### src/rtl/connect_four_renderer.sv
// connect_four_renderer: 2-stage pipelined Connect Four pixel renderer with drop animation.
// Define CF_WIN_BLINK_EN to blink the winning discs while game_over is set.
module connect_four_renderer #(
  parameter int ROWS = 8,
  parameter int COLS = 8,
  parameter int CELL_LOG2 = 5,
  parameter int ORIGIN_X = 192,
  parameter int ORIGIN_Y = 112,
  parameter int RADIUS = 14,
  parameter int FALL_STEP = 4,
  parameter int BLINK_LOG2 = 4
) (
  input  logic                 clk,
  input  logic                 rst,
  input  logic [9:0]           x_count,
  input  logic [9:0]           y_count,
  input  logic                 frame_start,
  output logic [2:0]           cell_rd_row,
  output logic [2:0]           cell_rd_col,
  input  logic [1:0]           cell_rd_data,
  input  logic [2:0]           cursor_col,
  input  logic [1:0]           current_player,
  input  logic                 game_over,
  input  logic [ROWS*COLS-1:0] win_mask,
  input  logic                 anim_start,
  input  logic [2:0]           anim_col,
  input  logic [2:0]           anim_row,
  input  logic [1:0]           anim_player,
  output logic                 anim_busy,
  output logic                 anim_done,
  output logic [1:0]           vga_r,
  output logic [1:0]           vga_g,
  output logic [1:0]           vga_b
);
  localparam int CELL = 1 << CELL_LOG2;
  localparam int HALF = CELL / 2;
  localparam int CUR_Y = ORIGIN_Y - 16 - CELL;
  localparam int START_Y = CUR_Y + HALF;
  localparam int SQW = 2 * CELL_LOG2 + 1;
  localparam int IW = $clog2(ROWS * COLS);
  localparam logic [5:0] BG = 6'b011101;
  localparam logic [5:0] BOARD = 6'b000011;
  localparam logic [5:0] P1 = 6'b111100;
  localparam logic [5:0] P2 = 6'b110000;
  typedef enum logic [1:0] {IDLE, FALL, LAND} state_t;
  state_t state, state_n;
  logic [9:0] fall_y, fall_y_n, step_y;
  logic [2:0] a_col, a_row;
  logic [1:0] a_player, s_cp;
  logic done_n, landed;
  logic act, board, cur, fall, hide;
  logic s_act, s_board, s_bdisc, s_cur, s_fall, s_hide;
  int rx, ry, cy, fx, fy;
  logic [5:0] rgb;

  // Offsets are measured from the cell's top-left corner; the disc is centred at HALF.
  function automatic logic in_disc(input logic [CELL_LOG2-1:0] ox, input logic [CELL_LOG2-1:0] oy);
    logic [CELL_LOG2-1:0] ax, ay;
    ax = ox[CELL_LOG2-1] ? ox - CELL_LOG2'(HALF) : CELL_LOG2'(HALF) - ox;
    ay = oy[CELL_LOG2-1] ? oy - CELL_LOG2'(HALF) : CELL_LOG2'(HALF) - oy;
    return SQW'(ax) * SQW'(ax) + SQW'(ay) * SQW'(ay) <= SQW'(RADIUS * RADIUS);
  endfunction

  function automatic logic [5:0] piece(input logic [1:0] p);
    return p == 2'b01 ? P1 : p == 2'b10 ? P2 : BG;
  endfunction

  function automatic logic [9:0] target(input logic [2:0] row);
    return 10'(ORIGIN_Y + (ROWS - 1 - int'(row)) * CELL + HALF);
  endfunction

  assign anim_busy = state != IDLE;

  always_comb begin
    rx = int'(x_count) - ORIGIN_X;
    ry = int'(y_count) - ORIGIN_Y;
    cy = int'(y_count) - CUR_Y;
    fx = int'(x_count) - (ORIGIN_X + int'(a_col) * CELL + HALF);
    fy = int'(y_count) - int'(fall_y);
    act = x_count < 10'd640 && y_count < 10'd480;
    board = rx >= 0 && rx < COLS * CELL && ry >= 0 && ry < ROWS * CELL;
    cell_rd_col = board ? 3'(rx >> CELL_LOG2) : 3'd0;
    cell_rd_row = board ? 3'(ROWS - 1 - (ry >> CELL_LOG2)) : 3'd0;
    cur = !game_over && !anim_busy && rx >= 0 && rx < COLS * CELL && cy >= 0 && cy < CELL &&
          (rx >> CELL_LOG2) == int'(cursor_col) && in_disc(rx[CELL_LOG2-1:0], cy[CELL_LOG2-1:0]);
    fall = anim_busy && fx > -HALF && fx < HALF && fy > -HALF && fy < HALF &&
           in_disc(CELL_LOG2'(fx + HALF), CELL_LOG2'(fy + HALF));
  end

`ifdef CF_WIN_BLINK_EN
  logic [BLINK_LOG2:0] blink;
  logic [IW-1:0] widx;
  assign widx = IW'(int'(cell_rd_row) * COLS + int'(cell_rd_col));
  assign hide = game_over && blink[BLINK_LOG2] && win_mask[widx];
  always_ff @(posedge clk)
    if (rst) blink <= '0;
    else if (frame_start) blink <= blink + 1'b1;
`else
  logic unused_win;
  assign unused_win = ^win_mask;
  assign hide = 1'b0;
`endif

  always_ff @(posedge clk)
    if (rst) begin
      {s_act, s_board, s_bdisc, s_cur, s_fall, s_hide} <= '0;
      s_cp <= '0;
    end else begin
      s_act <= act;
      s_board <= board;
      s_bdisc <= in_disc(rx[CELL_LOG2-1:0], ry[CELL_LOG2-1:0]);
      s_cur <= cur;
      s_fall <= fall;
      s_hide <= hide;
      s_cp <= current_player;
    end

  assign rgb = !s_act ? 6'd0 : s_fall ? piece(a_player) :
               s_board ? (s_bdisc ? piece(s_hide ? 2'b00 : cell_rd_data) : BOARD) :
               s_cur ? piece(s_cp) : BG;

  always_ff @(posedge clk)
    if (rst) {vga_r, vga_g, vga_b} <= '0;
    else {vga_r, vga_g, vga_b} <= rgb;

  assign step_y = fall_y + 10'(FALL_STEP);
  assign landed = step_y >= target(a_row);

  always_comb begin
    state_n = state;
    fall_y_n = fall_y;
    done_n = 1'b0;
    if (state == IDLE && anim_start) begin
      fall_y_n = 10'(START_Y);
      state_n = 10'(START_Y) >= target(anim_row) ? LAND : FALL;
    end else if (state == FALL && frame_start) begin
      fall_y_n = landed ? target(a_row) : step_y;
      state_n = landed ? LAND : FALL;
    end else if (state == LAND && frame_start) begin
      state_n = IDLE;
      done_n = 1'b1;
    end
  end

  always_ff @(posedge clk)
    if (rst) begin
      state <= IDLE;
      fall_y <= '0;
      anim_done <= 1'b0;
      {a_col, a_row, a_player} <= '0;
    end else begin
      state <= state_n;
      fall_y <= fall_y_n;
      anim_done <= done_n;
      if (state == IDLE && anim_start) {a_col, a_row, a_player} <= {anim_col, anim_row, anim_player};
    end
endmodule

### config.mk
export PLATFORM = sky130hd
export DESIGN_NAME = connect_four_renderer
export DESIGN_NICKNAME = d
export VERILOG_FILES = /design/src/rtl/connect_four_renderer.sv
export SDC_FILE = /design/constraint.sdc
export NUM_CORES = 1
export LEC_CHECK = 0
export ABC_AREA = 0
export BUFFER_PORTS_ARGS = -buffer_cell sky130_fd_sc_hd__buf_2
export CAP_MARGIN = 20
export CORE_MARGIN = 2
export CORE_UTILIZATION = 58
export DETAILED_ROUTE_END_ITERATION = 8
export PLACE_DENSITY = 0.94
export SYNTH_ARGS = -nofsm -noshare
export SYNTH_HDL_FRONTEND = slang
export SYNTH_SLANG_ARGS = --single-unit
### constraint.sdc
create_clock -name clk -period 9.35 [get_ports clk]
set_input_delay 1.87 -clock clk [delete_from_list [all_inputs] [get_ports clk]]
set_output_delay 1.87 -clock clk [all_outputs]
set_load 0.02 [all_outputs]
After elaboration in Yosys (flattened, before gate mapping)
Index checks and enable logic that the tools add are counted.
{"block": "classes", "n_addsub": 30, "n_mul": 5, "n_lt_le_gt_ge": 17, "eq_ne": 9, "n_mux": 26, "bitwise_logic": 1, "reduce_logical": 28}
{"cell": "6-bit 2-to-1 mux", "count": 10}
{"cell": "5-bit by 5-bit multiplier with 10-bit output", "count": 5}
{"cell": "10-bit by 10-bit adder with 11-bit output", "count": 3}
{"cell": "11-bit by 1-bit >= comparator with 1-bit output (second input constant)", "count": 3}
{"cell": "11-bit by 8-bit less-or-equal comparator with 1-bit output (second input constant)", "count": 3}
{"cell": "5-bit 2-to-1 mux", "count": 5}
{"cell": "5-bit subtractor (first input constant)", "count": 5}
{"cell": "5-bit subtractor (second input constant)", "count": 5}
{"cell": "11-bit by 5-bit greater-than comparator with 1-bit output (second input constant)", "count": 2}
{"cell": "11-bit by 10-bit < comparator with 1-bit output (second input constant)", "count": 2}
{"cell": "11-bit by 6-bit < comparator with 1-bit output (second input constant)", "count": 2}
{"cell": "10-bit by 10-bit subtractor with 11-bit output", "count": 2}
{"cell": "10-bit by 7-bit subtractor with 11-bit output (second input constant)", "count": 2}
{"cell": "10-bit by 6-bit adder with 10-bit output (second input constant)", "count": 2}
{"cell": "8-bit by 9-bit adder with 10-bit output (first input constant)", "count": 2}
{"cell": "1-bit logical AND", "count": 19}
{"cell": "7-bit 2-to-1 mux", "count": 2}
{"cell": "11-bit by 7-bit < comparator with 1-bit output (second input constant)", "count": 1}
{"cell": "10-bit by 8-bit subtractor with 11-bit output (second input constant)", "count": 1}
{"cell": "10-bit by 3-bit adder with 10-bit output (second input constant)", "count": 1}
{"cell": "5-bit adder (second input constant)", "count": 2}
{"cell": "9-bit by 5-bit adder with 10-bit output (second input constant)", "count": 1}
{"cell": "10-bit >= comparator", "count": 1}
{"cell": "7-bit by 10-bit >= comparator with 1-bit output (first input constant)", "count": 1}
{"cell": "other kinds (19)", "count": 34}
{"block": "word_totals", "regBits": 34, "in_bits": 104, "out_inout_bits": 14, "word_cells": 132}

Longest topological paths before layout
{"block": "depth", "ltp_word": 10, "depth_mapped": 27, "ltp_nobuf": 27}

Least setup slack after synthesis
Ideal clock, no wire load.
{"block": "synth_path", "path_type": "in2reg", "from": "input port y_count[0]", "to": "register s_fall", "setup_ps": 103, "t_arrival_ps": 8021, "required_ps": 9247, "slack_ps": 1225, "path_stages": 25, "path_buffers": 0, "cell_sequence": "inv_1 -> ha_1 -> fa_1 -> nor2b_1 -> o21a_1 -> nor3_1 -> or2_2 -> a31oi_1 -> xnor2_1 -> nor2_1 -> fa_1 -> inv_1 -> fa_1 -> inv_1 -> fa_1 -> fa_1 -> fa_1 -> ha_1 -> nor2b_1 -> o21ai_0 -> a21oi_1 -> o41ai_1 -> xor2_1 -> nand4_1 -> a2111oi_2"}
{"block": "synth_between", "elab_chain_cells": 8, "elab_cells_between_ends": 13, "cone_classes": "5 x add/sub; 1 x mul; 3 x order compare; 1 x mux; 3 x reduce/logical"}
{"element": "from (decl)", "line_no": "16", "source": "input logic [9:0] y_count,"}
{"element": "10-bit by 10-bit subtractor with 11-bit output (*)", "line_no": "79", "source": "fy = int'(y_count) - int'(fall_y);"}
{"element": "5-bit adder", "line_no": "87", "source": "in_disc(CELL_LOG2'(fx + HALF), CELL_LOG2'(fy + HALF));"}
{"element": "5-bit subtractor", "line_no": "60", "source": "ay = oy[CELL_LOG2-1] ? oy - CELL_LOG2'(HALF) : CELL_LOG2'(HALF) - oy;"}
{"element": "5-bit 2-to-1 mux", "line_no": "60"}
{"element": "5-bit by 5-bit multiplier with 10-bit output", "line_no": "61", "source": "return SQW'(ax) * SQW'(ax) + SQW'(ay) * SQW'(ay) <= SQW'(RADIUS * RADIUS);"}
{"element": "10-bit by 10-bit adder with 11-bit output", "line_no": "61"}
{"element": "11-bit by 8-bit less-or-equal comparator with 1-bit output", "line_no": "61"}
{"element": "1-bit logical AND (*)", "line_no": "86", "source": "fall = anim_busy && fx > -HALF && fx < HALF && fy > -HALF && fy < HALF &&"}
{"element": "to (signal assigned)", "line_no": "113", "source": "s_fall <= fall;"}
{"element": "to (decl)", "line_no": "52", "source": "logic s_act, s_board, s_bdisc, s_cur, s_fall, s_hide;"}
Mark *: on every way between the ends. The rest lies on a longest branch, timed or not.
A chain may end at the register's enable or synchronous reset.

Worst setup path in the final report
Ends and elaborated chain as after synthesis.

==> impl_table.tex <==
\begin{tabular}{lr}
\hline
Metric & Value \\
\hline
\multicolumn{2}{l}{\textbf{Floorplan}} \\
\quad Top-Level Pins & 118 \\
\quad Floorplan die area & roughly 11,000 um2 \\
\quad Vertical extent of the die & 107 um \\
\quad Effective utilization at floorplan & about three fifths \\
\quad Placeable core region & between 10,000 and 15,000 um2 \\
\quad Die Span X & between 100 and 150 um \\
\quad Standard-cell row count & 37 \\
\multicolumn{2}{l}{\textbf{CTS}} \\
\quad Post-CTS setup buffers & 0 \\
\quad CTS HTree Levels & 2 \\
\quad Clock latency reported for the late side of the worst-skew pair & a little under 300 ps \\
\quad Number of buffers created by CTS & 5 \\
\quad Number of hold-repair buffers added at the cts stage & 0 \\
\quad Number of buffers on the longest clock path & 2 \\
\quad Clock-pin slew reported for the worst setup and hold paths after clock tree synthesis & 70 ps \\
\quad Clock tree from TritonCTS & done \\
\quad CTS resizes & 0 \\
\quad Clock Sink Count & 33 \\
\quad Clock root buffer master & sky130\_fd\_sc\_hd\_\_clkbuf\_8 \\
\multicolumn{2}{l}{\textbf{Timing}} \\
\quad Final Max Tran Viols & 0 \\
\quad Final Hold Viols & 0 \\
\quad Fin worst setup slack & 701 ps \\
\quad Period utilization & a little over 90\% \\
\quad Final min period & approximately 8600 ps \\
\quad Transition time at the pin with the least slew margin & between 700 and 800 ps \\
\quad Count of final setup violators & 0 \\
\quad RSZ-0062 raised after global routing & false \\
\quad Maximum achievable frequency & between 100 and 150 MHz \\
\quad Tightest slew margin relative to the limit & a little over half \\
\quad Total negative slack for setup checks & 0 ps \\
\quad Skew final & around 6.3 ps \\
\multicolumn{2}{l}{\textbf{Global routing}} \\
\quad Remaining global-route overflow & 0 \\
\quad Global-route layer with the greatest usage & met2 \\
\quad Met3 Use GR & 3.04\% \\
\quad Antenna violations before repair & 0 \\
\quad Global-route wire length before repair & roughly 23,000 um \\
\quad Pin count of the biggest net entering global routing & 22 \\
\quad Met1 demand-to-capacity share in global routing & between 30\% and 40\% \\
\quad Vias in the first global route & between 5,000 and 6,000 \\
\quad Total GRT Usage & between 20\% and 30\% \\
\quad Met2 Resource Use GR & between 40 and 50\% \\
\multicolumn{2}{l}{\textbf{Synth}} \\
\quad Proportion of synthesized chip area in sequential cells & 10.8\% \\
\quad Number of unique standard cell types used by synthesis & between 50 and 60 \\
\quad Seq cells post-synth & 33 \\
\quad Post-synthesis instance total & 749 \\
\quad Fraction of registers with async set or reset after synthesis & 0\% \\
\quad Number of synthesized flops with an enable pin & 0 \\
\quad Dominant synthesized flop cell & sky130\_fd\_sc\_hd\_\_dfxtp\_1 \\
\quad Count of yosys warnings during synthesis & 0 \\
\quad Summed instance area of the synthesized netlist & 6100 um2 \\
\quad Mean cell area of the mapped netlist & just over 8 um2 \\
\multicolumn{2}{l}{\textbf{Layout}} \\
\quad Total inserted antenna cells & 0 \\
\quad Total area of multi-input combinational cells & $\sim$5000 um2 \\
\quad \# nets final & between 1,000 and 1,500 \\
\quad Sequential cell area in the final layout & between 600 and 700 um2 \\
\quad Fin area & around 6600 um2 \\
\quad Share of cells above drive strength 1 & under 10\% \\
\quad Most frequent cells in the layout & sky130\_fd\_sc\_hd\_\_inv\_1, sky130\_fd\_sc\_hd\_\_ha\_1, sky130\_fd\_sc\_hd\_\_nor2\_1, sky130\_fd\_sc\_hd\_\_nand2\_1, sky130\_fd\_sc\_hd\_\_buf\_2 \\
\quad Growth of design area from synthesis to finish & 7.73\% \\
\quad Layout filler cell count & 833 \\
\quad Final cell count without fillers & about 940 \\
\quad Most common library cell in the layout ignoring fill and taps & sky130\_fd\_sc\_hd\_\_inv\_1 \\
\multicolumn{2}{l}{\textbf{Route}} \\
\quad Drt pass-1 iters & 5 \\
\quad Mean routed wirelength per cell & about 14 um \\
\quad Final wirelength & $\sim$14,000 um \\
\quad DRT antenna net count & 0 \\
\quad Detailed-route vias per instance & roughly 5.7 \\
\quad Iteration-0 DRC count of the detailed router & between 300 and 400 \\
\quad Number of remaining DRC errors & 0 \\
\quad Vias & 5,325 \\
\multicolumn{2}{l}{\textbf{Setup path}} \\
\quad Critical-path maximum fanout & 7 \\
\quad Critical path data arrival time & $\sim$9000 ps \\
\quad Critical path data required time & between 9000 and 10,000 ps \\
\quad Critical register-to-register path startpoint & fall\_y[2] \\
\quad Crit end category & flip-flop \\
\quad Category of the worst setup path launch point & input port \\
\quad Type of the setup path with the least slack & in2reg \\
\quad Critical Path Source & y\_count[0] \\
\multicolumn{2}{l}{\textbf{Placed design}} \\
\quad Placed cell count & around 930 \\
\quad Post-detail-place hpwl & 11,500 um \\
\quad Cell area after placement & between 6000 and 7000 um2 \\
\quad Worst setup timing slack at the placement stage & between 400 and 500 ps \\
\quad Last weighted congestion value of the routability-driven placer & around 0.91 \\
\quad Count of port buffers added during placement & 53 \\
\multicolumn{2}{l}{\textbf{Power and ir drop}} \\
\quad Power dissipated by switching net loads & between 0.5 and 0.6 mW \\
\quad Sequential power share & about an eighth \\
\quad Power after layout & 1.23 mW \\
\quad Power share of the clock group & about 8.6\% \\
\quad Power density over the cells & between 150 and 200 nW/um2 \\
\quad Static Leakage & around 3.4 nW \\
\quad IR drop worst, VDD & approximately 0.00016 V \\
\quad Net switching fraction of the power & between 40\% and 50\% \\
\quad Cell-internal power & 0.625 mW \\
\quad Share of total power in combinational logic & 78.9\% \\
\multicolumn{2}{l}{\textbf{Min path}} \\
\quad Hold path startpoint & a\_col[1] \\
\quad Hold crit path type & reg2reg \\
\multicolumn{2}{l}{\textbf{Outcome}} \\
\quad Result of the run & completed \\
\multicolumn{2}{l}{\textbf{Run}} \\
\quad \# Max-Cap Violations & 0 \\
\hline
\end{tabular}
[path summary, 6_finish.rpt]
check,end,slack (ps),depth (start not counted)
max reg2reg,s_fall,2320,24
min reg2reg,a_col[1],460,2
min,a_col[1],460,2
max,s_fall,700,26
[Yosys cell counts (all sizes together), types with 2 or more instances]
master,count,area share (%)
buf,2,0.25
o21bai,9,1.1
o2111ai,2,0.29
inv,117,7.2
mux2,3,0.55
xnor2,35,5.0
dfxtp,33,11
fa,47,15
o21ai,19,1.6
nor2b,15,1.7
and3,6,0.62
or3,3,0.31
nor3,15,1.2
a2111oi,2,0.49
nor3b,2,0.25
xor2,26,3.7
and2,12,1.3
a21o,16,2.0
o21a,5,0.62
or2,4,0.41
nand3,10,0.82
nand4,5,0.51
nand2b,14,1.4
a31o,2,0.29
mux2i,5,0.82
nor2,66,4.1
a31oi,8,0.82
ha,110,23
a21oi,45,3.7
or4,2,0.25
a311o,2,0.33
nand2,56,3.4
nand4b,4,0.57
o211ai,5,0.62
a211oi,7,0.86
nor4,5,0.51
clkbuf,10,0.64
and3b,2,0.29
nand3b,3,0.37
[sequential cells by signal (all words and copies together) (netlist names), 2 cells and up]
register	count
a_col	3
a_player	2
a_row	3
fall_y	10
s_cp	2
state	2
vga_b	2
vga_r	2
[through the flow]
| stage | util [%] | hold slack [ps] |
|---|---|---|
| final | 64.0 | 464 |
| after detailed placement | 63.2 | 447 |
| after global placement | 63.2 | 444 |
| after global routing | 64.0 | 497 |
| after CTS | 64.0 | 464 |
| after floorplan | - | 434 |
[power groups by stage]
stage | clock network [mW] | logic (mW) | registers, mW
after floorplan | 0 | 0.758 | 0.155
final | 0.106 | 0.966 | 0.153
after detailed placement | 0 | 0.961 | 0.156
after global placement | 0 | 0.899 | 0.156
after CTS | 0.106 | 0.970 | 0.153
after global routing | 0.112 | 1.11 | 0.154
[area by class of cell]
type	instances	area share, %
clock inverter	2	0.152
sequential	33	10.0
tap	136	2.59
multi-input combinational	589	75.4
inverter	117	6.68
clock buffer	6	1.10
timing repair buffer	53	4.04
[routing by layer]
layer	routed length, um	part of all wire (%)
met3	630	4.6
met4	329	2.4
met1	5640	42
met2	6960	51
met5	0	0
[critical path, stage by stage]
cell and delay, ps:
sky130_fd_sc_hd__buf_2 140, sky130_fd_sc_hd__inv_1 160, sky130_fd_sc_hd__ha_1 290, sky130_fd_sc_hd__fa_1 470
sky130_fd_sc_hd__nor2b_1 200, sky130_fd_sc_hd__o21a_1 150, sky130_fd_sc_hd__nor3_1 70, sky130_fd_sc_hd__or2_2 330
sky130_fd_sc_hd__a31oi_1 360, sky130_fd_sc_hd__xnor2_1 240, sky130_fd_sc_hd__nor2_1 100, sky130_fd_sc_hd__fa_1 510
sky130_fd_sc_hd__inv_1 50, sky130_fd_sc_hd__fa_1 530, sky130_fd_sc_hd__inv_1 50, sky130_fd_sc_hd__fa_1 470
sky130_fd_sc_hd__fa_1 570, sky130_fd_sc_hd__fa_1 420, sky130_fd_sc_hd__ha_1 360, sky130_fd_sc_hd__nor2b_1 160
sky130_fd_sc_hd__o21ai_0 210, sky130_fd_sc_hd__a21oi_1 130, sky130_fd_sc_hd__o41ai_1 310, sky130_fd_sc_hd__xor2_1 190
sky130_fd_sc_hd__nand4_1 120, sky130_fd_sc_hd__a2111oi_2 330
[cells by family after synthesis]
kind of cell               after synthesis  synth area share [%]
other                                    1                0.0615
AOI/OAI and AO/OA                      134                  14.6
and+or+nand+nor                        226                  18.3
adders and majority gates              157                  38.0
DFF                                     33                  10.8
xor gates and xnor gates                61                  8.76
muxes                                    8                  1.37
buffers and inverters                  129                  8.08
No activity file was read; power rests on OpenSTA's default activity.
